**src/rtl/round_const_pkg.sv**
```systemverilog
// round_const_pkg: shared definitions for the AES-128 key-expansion round-constant stage.
//   RCON_TABLE  - Rcon values for key-schedule rounds 1..10
//   key_word_t  - 32-bit key word split into bytes, b0 is the most significant byte
//   rcon_of()   - round -> Rcon lookup, 8'h00 for any round outside 1..10
package round_const_pkg;

  typedef logic [7:0] byte_t;

  localparam int unsigned NUM_ROUNDS = 10;

  // Entry i holds Rcon for round i+1.
  localparam byte_t RCON_TABLE [NUM_ROUNDS] = '{
    8'h01, 8'h02, 8'h04, 8'h08, 8'h10,
    8'h20, 8'h40, 8'h80, 8'h1b, 8'h36
  };

  typedef struct packed {
    byte_t b0;
    byte_t b1;
    byte_t b2;
    byte_t b3;
  } key_word_t;

  function automatic logic round_in_range(input logic [3:0] round);
    return (round >= 4'd1) && (round <= 4'd10);
  endfunction

  function automatic byte_t rcon_of(input logic [3:0] round);
    byte_t     result;
    logic [3:0] idx;
    result = 8'h00;
    idx    = round - 4'd1;
    if (round_in_range(round)) begin
      result = RCON_TABLE[idx];
    end
    return result;
  endfunction

endpackage

```
**src/rtl/rcon_lut.sv**
```systemverilog
// rcon_lut: combinational key-schedule round -> Rcon lookup.
//   round    in  4  key-schedule round number
//   rcon     out 8  Rcon[round], 8'h00 when round is outside 1..10
//   in_range out 1  round lies in 1..10
module rcon_lut
  import round_const_pkg::*;
(
  input  logic [3:0] round,
  output logic [7:0] rcon,
  output logic       in_range
);

  always_comb begin
    in_range = round_in_range(round);
    rcon     = rcon_of(round);
  end

endmodule

```
**src/rtl/round_const.sv**
```systemverilog
// round_const: AES-128 key-expansion round-constant stage, one-cycle latency.
// XORs Rcon[round] into byte 0 of the rotated/substituted key word; bytes 1..3 pass through.
//   clk, rst_n               clock, asynchronous active-low reset
//   in_valid                 qualifies round and S*_in this cycle
//   round                    key-schedule round number (1..10 meaningful)
//   S0_in..S3_in             word bytes, S0_in is the most significant byte
//   D0_out..D3_out           registered result word
//   rcon_out                 registered Rcon value that was applied
//   out_valid                one-cycle pulse per accepted input
//   round_err                only when ROUND_CONST_ERR_EN is defined: captured round outside 1..10
module round_const
  import round_const_pkg::*;
(
  input  logic       clk,
  input  logic       rst_n,
  input  logic       in_valid,
  input  logic [3:0] round,
  input  logic [7:0] S0_in,
  input  logic [7:0] S1_in,
  input  logic [7:0] S2_in,
  input  logic [7:0] S3_in,
  output logic [7:0] D0_out,
  output logic [7:0] D1_out,
  output logic [7:0] D2_out,
  output logic [7:0] D3_out,
  output logic [7:0] rcon_out,
  output logic       out_valid
`ifdef ROUND_CONST_ERR_EN
  ,
  output logic       round_err
`endif
);

  logic [7:0] rcon;
  key_word_t  word_in;
  key_word_t  word_d;
  key_word_t  word_q;
  logic [7:0] rcon_q;
  logic       valid_q;

  assign word_in = '{b0: S0_in, b1: S1_in, b2: S2_in, b3: S3_in};

`ifdef ROUND_CONST_ERR_EN
  logic in_range;
  logic err_q;

  rcon_lut u_rcon_lut (
    .round    (round),
    .rcon     (rcon),
    .in_range (in_range)
  );
`else
  // Range flag only feeds the optional error output.
  logic unused_in_range;

  rcon_lut u_rcon_lut (
    .round    (round),
    .rcon     (rcon),
    .in_range (unused_in_range)
  );
`endif

  // Rcon is 00 for out-of-range rounds, so the word passes through untouched there.
  always_comb begin
    word_d    = word_in;
    word_d.b0 = word_in.b0 ^ rcon;
  end

  always_ff @(posedge clk or negedge rst_n) begin
    if (!rst_n) begin
      word_q  <= '0;
      rcon_q  <= 8'h00;
      valid_q <= 1'b0;
    end else begin
      valid_q <= in_valid;
      if (in_valid) begin
        word_q <= word_d;
        rcon_q <= rcon;
      end
    end
  end

`ifdef ROUND_CONST_ERR_EN
  always_ff @(posedge clk or negedge rst_n) begin
    if (!rst_n) begin
      err_q <= 1'b0;
    end else if (in_valid) begin
      err_q <= ~in_range;
    end
  end

  assign round_err = err_q;
`endif

  assign D0_out    = word_q.b0;
  assign D1_out    = word_q.b1;
  assign D2_out    = word_q.b2;
  assign D3_out    = word_q.b3;
  assign rcon_out  = rcon_q;
  assign out_valid = valid_q;

endmodule

```
**config.mk**
```make
export PLATFORM = sky130hd
export DESIGN_NAME = round_const
export DESIGN_NICKNAME = d
export VERILOG_FILES = /design/src/rtl/round_const_pkg.sv /design/src/rtl/rcon_lut.sv /design/src/rtl/round_const.sv
export SDC_FILE = /design/constraint.sdc
export NUM_CORES = 1
export LEC_CHECK = 0
export BUFFER_PORTS_ARGS = -buffer_cell sky130_fd_sc_hd__buf_2
export CAP_MARGIN = 30
export CORE_UTILIZATION = 49
export CTS_BUF_LIST = sky130_fd_sc_hd__clkbuf_16
export DETAILED_ROUTE_END_ITERATION = 16
export PLACE_DENSITY = 0.83
export SLEW_MARGIN = 20
export SYNTH_ARGS = -nofsm -noshare
export SYNTH_HDL_FRONTEND = slang
export SYNTH_HIERARCHICAL = 1
export SYNTH_SLANG_ARGS = --single-unit
```
**constraint.sdc**
```tcl
create_clock -name clk -period 2.1 [get_ports clk]
set_input_delay 0.21 -clock clk [delete_from_list [all_inputs] [get_ports clk]]
set_output_delay 0.21 -clock clk [all_outputs]
set_load 0.03 [all_outputs]
```
==> reports/results.ini, run 1 <==
[status]
outcome=finished clean

[route]
routed_wl_mm=3.37
drcViolationCount=0
final_antenna_net_count=0
wire_per_inst_um=13.5
vias=1210
dr.pass1.iters=4
drtIter0Drc=26
vias_per_cell=4.84

[power_and_ir_drop]
switching_power_w=0.000577
peakVddDrop_uv=683
p_sw_share_pct=26.7
p_int_w=0.00158
total_power_w=0.00216
p_leak_nw=1.14
powerDensity_nw_per_um2=924
combPwrFrac_pct=20.2
p_seq_share_pct=41.9
clkPwrFrac_pct=38.0

[global_route]
gr-usage-met2_pct=32.0
grt_util_met3_pct=5.88
track_usage_pct=19.0
gr-total-overflow=0
use_met1_pct=22.9
grt_pass1_wl_mm=5.02
antenna_found_initial=0
grt_pass1_vias=1125
grt_busiest_layer=met2
grt_max_degree=50

[clock_tree]
h-tree-depth=2
ctsResizeCount=0
cts_buffer_depth=2
cts_num_sinks=41
post_cts_buffers=0
cts_buffers=5
cts_tree=done
clkLatencyLatePin_ns=0.27
cts_hold_buf=0
clockRootBuffer=clkbuf_16
cts.clk_slew.worst_paths_ns=0.05

[sta]
worst_pin_slew_ns=0.416
slew_violations=0
finalCritPeriodShare_pct=50.0
report.final.setup_viol=0
fin_skew_ns=0
setup-tns-final_ns=0
setup_ws_ns=1.05
min_period_ns=1.05
rsz0062_at_grt=false
holdWs_ns=0.166
relSlewSlack_pct=72.3
fmax_mhz=952
hold_viol_final=0

[cells_and_area]
drive_gt1_share_pct=59.3
postLayoutCellArea_um2=2340
final_cell_mix=buf_2, dfrtp_1, mux2_2
insertedDiodeCount=0
nFillCells=276
area_delta_synth_final_pct=34.7
multiInputGateArea_um2=641
layout_commonest_cell=buf_2
ff_latch_area_um2=1030
nets=243

[worst_hold_path]
hp-class=in2reg
hold_depth=2

[worst_setup_path]
critical_path_required_ns=1.89
end_kind=output pin
max_stage_delay_ns=0.38
path_cells=buf_2
slowest_stage=dfrtp_1
crit_fanout=2
critPathTopFamily=flip-flops
cp_data_arrival_time_ns=0.84
crit_buf_inv=1
cp.depth=1
start_kind=flop
worstSetupPathType=reg2out
r2r_cells=1

[die]
rows=21
coreArea_um2=3360
ios=80
start_util_pct=51.6
die-width_um=61.5
die_y_um=61.5
die_area_um2=3780

[placed_design]
dp_hpwl_mm=2.49
io_buffers=79
dp_slack_ns=0.802
placed_cell_area_um2=2140
routabilityCongestion=0.751

[synth]
synth_nets=162
synthCells=123
synth.avg_cell_area_um2=14.1
yosys_warnings=6
syn_area_um2=1740

[flow_run]
cap_viol_max_count=0

-- per-layer routing --
metal | vias to the layer above | wire, um
met4 | 0 | 31
met1 | 581 | 1360
met2 | 43 | 1760
met3 | 4 | 221
li1 | 582 | -
met5 | - | 0
-- sequential cells by signal, indices dropped and copies added, names as in the netlist --
register and cells:
out_valid 1, D2_out 8, D1_out 8, rcon_out 8, D0_out 8, D3_out 8
-- power by group through the flow --
stage                     sequential [W]  clock, W  combinational [W]
final                           0.000905  0.000820           0.000436
after global routing            0.000913  0.000866           0.000470
after CTS                       0.000906  0.000839           0.000433
after detailed placement        0.000918         0           0.000432
after global placement          0.000911         0           0.000421
after floorplan                  0.00107         0           0.000132
-- area by class of cell --
cell class / instances / share of cell area, %
clock buffers: 5 / 5.35
clock inverters: 2 / 1.50
multi-input cells: 74 / 27.4
flip-flops and latches: 41 / 43.9
well taps: 46 / 2.46
repair buffers: 82 / 19.4
-- per-stage QoR --
step           util (%)  instances
2_1_floorplan         -        123
3_3_place_gp       63.6        241
3_5_place_dp       63.6        241
4_1_cts            68.4        248
5_1_grt            69.5        250
6_report           69.5        250
-- worst paths after layout --
kind | slack (ns) | startpoint | end
min reg2reg | 0.50 | D3_out[0] | D3_out[0]
min | 0.17 | S3_in[4] | D3_out[4]
max reg2reg | 1.34 | rcon_out[5] | rcon_out[5]
min in group asynchronous | 0.41 | rst_n | D1_out[1]
max | 1.05 | D2_out[1] | D2_out[1]
max in group asynchronous | 1.24 | rst_n | D2_out[3]
No activity file was read; power rests on OpenSTA's default activity.
==> run 2: changes to the inputs <==
--- a/config.mk
+++ b/config.mk
@@ -7,10 +7,10 @@
 export LEC_CHECK = 0
 export BUFFER_PORTS_ARGS = -buffer_cell sky130_fd_sc_hd__buf_2
 export CAP_MARGIN = 30
-export CORE_UTILIZATION = 49
+export CORE_UTILIZATION = 41
 export CTS_BUF_LIST = sky130_fd_sc_hd__clkbuf_16
 export DETAILED_ROUTE_END_ITERATION = 16
-export PLACE_DENSITY = 0.83
+export PLACE_DENSITY = 0.74
 export SLEW_MARGIN = 20
 export SYNTH_ARGS = -nofsm -noshare
 export SYNTH_HDL_FRONTEND = slang
==> constraint.sdc (replaced) <==
create_clock -name clk -period 0.9 [get_ports clk]
set_input_delay 0.09 -clock clk [delete_from_list [all_inputs] [get_ports clk]]
set_output_delay 0.09 -clock clk [all_outputs]
set_load 0.03 [all_outputs]
==> run 2 against run 1 <==
  * Largest power group unchanged
  * Critical endpoint is now D3_out[1]
  * Highest routed layer unchanged
  * The run now ends with setup timing left
  * Sequential power increased by 140%
  * Die area grew 19%
  * Clock skew did not move
==> reports/results.ini, run 2 (synthesis gave the netlist of run 1 again) <==
[status]
outcome=finished, violations left
violations=setup timing

[worst_setup_path]
startpoint=D3_out[1]
r2r-start=D0_out[5]
critical_path_required_ns=0.81  ; -1.08 ns
crit_fanout=2  ; unchanged
worstSetupPathType=reg2out
crit_buf_inv=1  ; unchanged
rr_endpoint=D0_out[5]
end_kind=output pin
r2r_cells=3  ; +2
path_cells=buf_6
max_stage_delay_ns=0.40  ; +0.02 ns
start_kind=flop
critPathTopFamily=flip-flops
rrSetupSlack_ns=0.11  ; -1.23 ns
slowest_stage=dfrtp_1
cp_data_arrival_time_ns=0.82  ; -0.02 ns

[global_route]
grt_pass1_wl_mm=5.54  ; +10%
gr-total-overflow=0  ; unchanged
grt_max_degree=42  ; -16%
track_usage_pct=17.1  ; -2.0 points
gr-usage-met2_pct=26.9  ; -5.1 points
grt_pass1_vias=1191  ; +5.9%
use_met1_pct=21.6  ; -1.3 points
grt_busiest_layer=met2
antenna_found_initial=0  ; unchanged
grt_util_met3_pct=5.48  ; -0.40 points

[sta]
report.final.setup_viol=7  ; +7
setup_ws_ns=-0.00973  ; -1.06 ns
relSlewSlack_pct=84.4  ; +12 points
min_period_ns=0.910
hold_viol_final=0  ; unchanged
holdWs_ns=0.0415  ; -0.124 ns
rsz0062_at_grt=true
fmax_mhz=1100
fin_skew_ns=0  ; unchanged
worst_pin_slew_ns=0.233  ; -0.183 ns
slew_violations=0  ; unchanged
finalCritPeriodShare_pct=101

[placed_design]
io_buffers=79  ; unchanged
dpl.cell_count=253  ; +5.0%
routabilityCongestion=0.696  ; -7.4%
dp_hpwl_mm=2.51  ; +0.88%

[cells_and_area]
final_cell_mix=buf_6, dfrtp_1, buf_2
finalNonFillerCells=264  ; +5.6%
insertedDiodeCount=0  ; unchanged
final_util_pct=66.9  ; -2.6 points
nets=252  ; +3.7%
area_delta_synth_final_pct=55.3
nFillCells=296  ; +7.2%
layout_commonest_cell=buf_6
drive_gt1_share_pct=61.7  ; +2.4 points

[power_and_ir_drop]
powerDensity_nw_per_um2=1990  ; +120%
p_leak_nw=1.27  ; +12%
peakVddDrop_uv=1600  ; +130%

[worst_hold_path]
min_from=S2_in[2]
holdPathEnd=D2_out[2]
hp-class=in2reg
hold_depth=2  ; unchanged

[die]
die_y_um=67.1  ; +9.0%
die_area_um2=4500  ; +19%
coreArea_um2=4030  ; +20%
rows=23  ; +9.5%
die-width_um=67.1  ; +9.0%
ios=80  ; unchanged
start_util_pct=43.1  ; -8.5 points

[clock_tree]
clockRootBuffer=clkbuf_16
h-tree-depth=2  ; unchanged
cts_buffer_depth=2  ; unchanged
cts.clk_slew.worst_paths_ns=0.06  ; about the same
cts_tree=done
clkLatencyLatePin_ns=0.27  ; about the same
cts_num_sinks=41  ; unchanged
cts_buffers=5  ; unchanged

[route]
vias_per_cell=4.69  ; -3.0%
vias=1239  ; +2.4%
dr.pass1.iters=4  ; unchanged
drcViolationCount=0  ; unchanged
wire_per_inst_um=13.6  ; +0.85%
final_antenna_net_count=0  ; unchanged
drtIter0Drc=49  ; +88%
routed_wl_mm=3.59  ; +6.5%

[flow_run]
cap_viol_max_count=0  ; unchanged

==> run 2: how the worst max path moves through the flow <==
stage                        endpoint  slack [ns]  cells after the start
after floorplan             D0_out[3]       -0.14                      5
after global placement      D0_out[3]       -0.21                      5
after detailed placement    D0_out[3]       -0.24                      5
after CTS                 rcon_out[2]       -0.02                      1
after global routing      rcon_out[2]       -0.04                      1
final                       D3_out[1]       -0.01                      1
==> run 2: power by group <==
| part | internal, W | total, W | switching, W |
|---|---|---|---|
| clock | 0.00129 | 0.00194 | 0.000655 |
| combinational | 0.000636 | 0.00128 | 0.000642 |
| sequential | 0.00202 | 0.00215 | 0.000127 |
| total | 0.00395 | 0.00537 | 0.00142 |
==> run 2: what timing repair did <==
item	in CTS	in global routing
hold buffers	1	0
setup endpoints to repair	41	42
setup buffers	1	1
cloned	0	0
pin swaps	0	4
hold endpoints to repair	41	0
gates resized for setup	82	3
==> run 2: stage by stage <==
| stage | TNS [ns] | area [um2] | power [W] | worst slack (ns) |
|---|---|---|---|---|
| 6_report | -0.0440 | 2700 | 0.00537 | -0.00973 |
| 4_1_cts | -0.125 | 2680 | 0.00542 | -0.0180 |
| 5_1_grt | -0.786 | 2700 | 0.00560 | -0.0354 |
| 2_1_floorplan | -0.187 | 1760 | 0.00282 | -0.142 |
| 3_5_place_dp | -1.84 | 2240 | 0.00319 | -0.237 |
| 3_3_place_gp | -1.43 | 2240 | 0.00317 | -0.206 |
==> run 2: layout make-up <==
cell class,instances,area [um2],area share [%]
repair buffers,91,788,29.2
clock inverters,3,37.5,1.39
well taps,50,62.6,2.32
multi-input cells,74,656,24.3
clock buffers,5,125,4.64
flip-flops and latches,41,1030,38.1
==> run 2: routing by layer <==
metal	vias up	share of wire, %
li1	604	-
met5	-	0
met1	586	43
met2	45	50
met4	0	0.78
met3	4	6.2
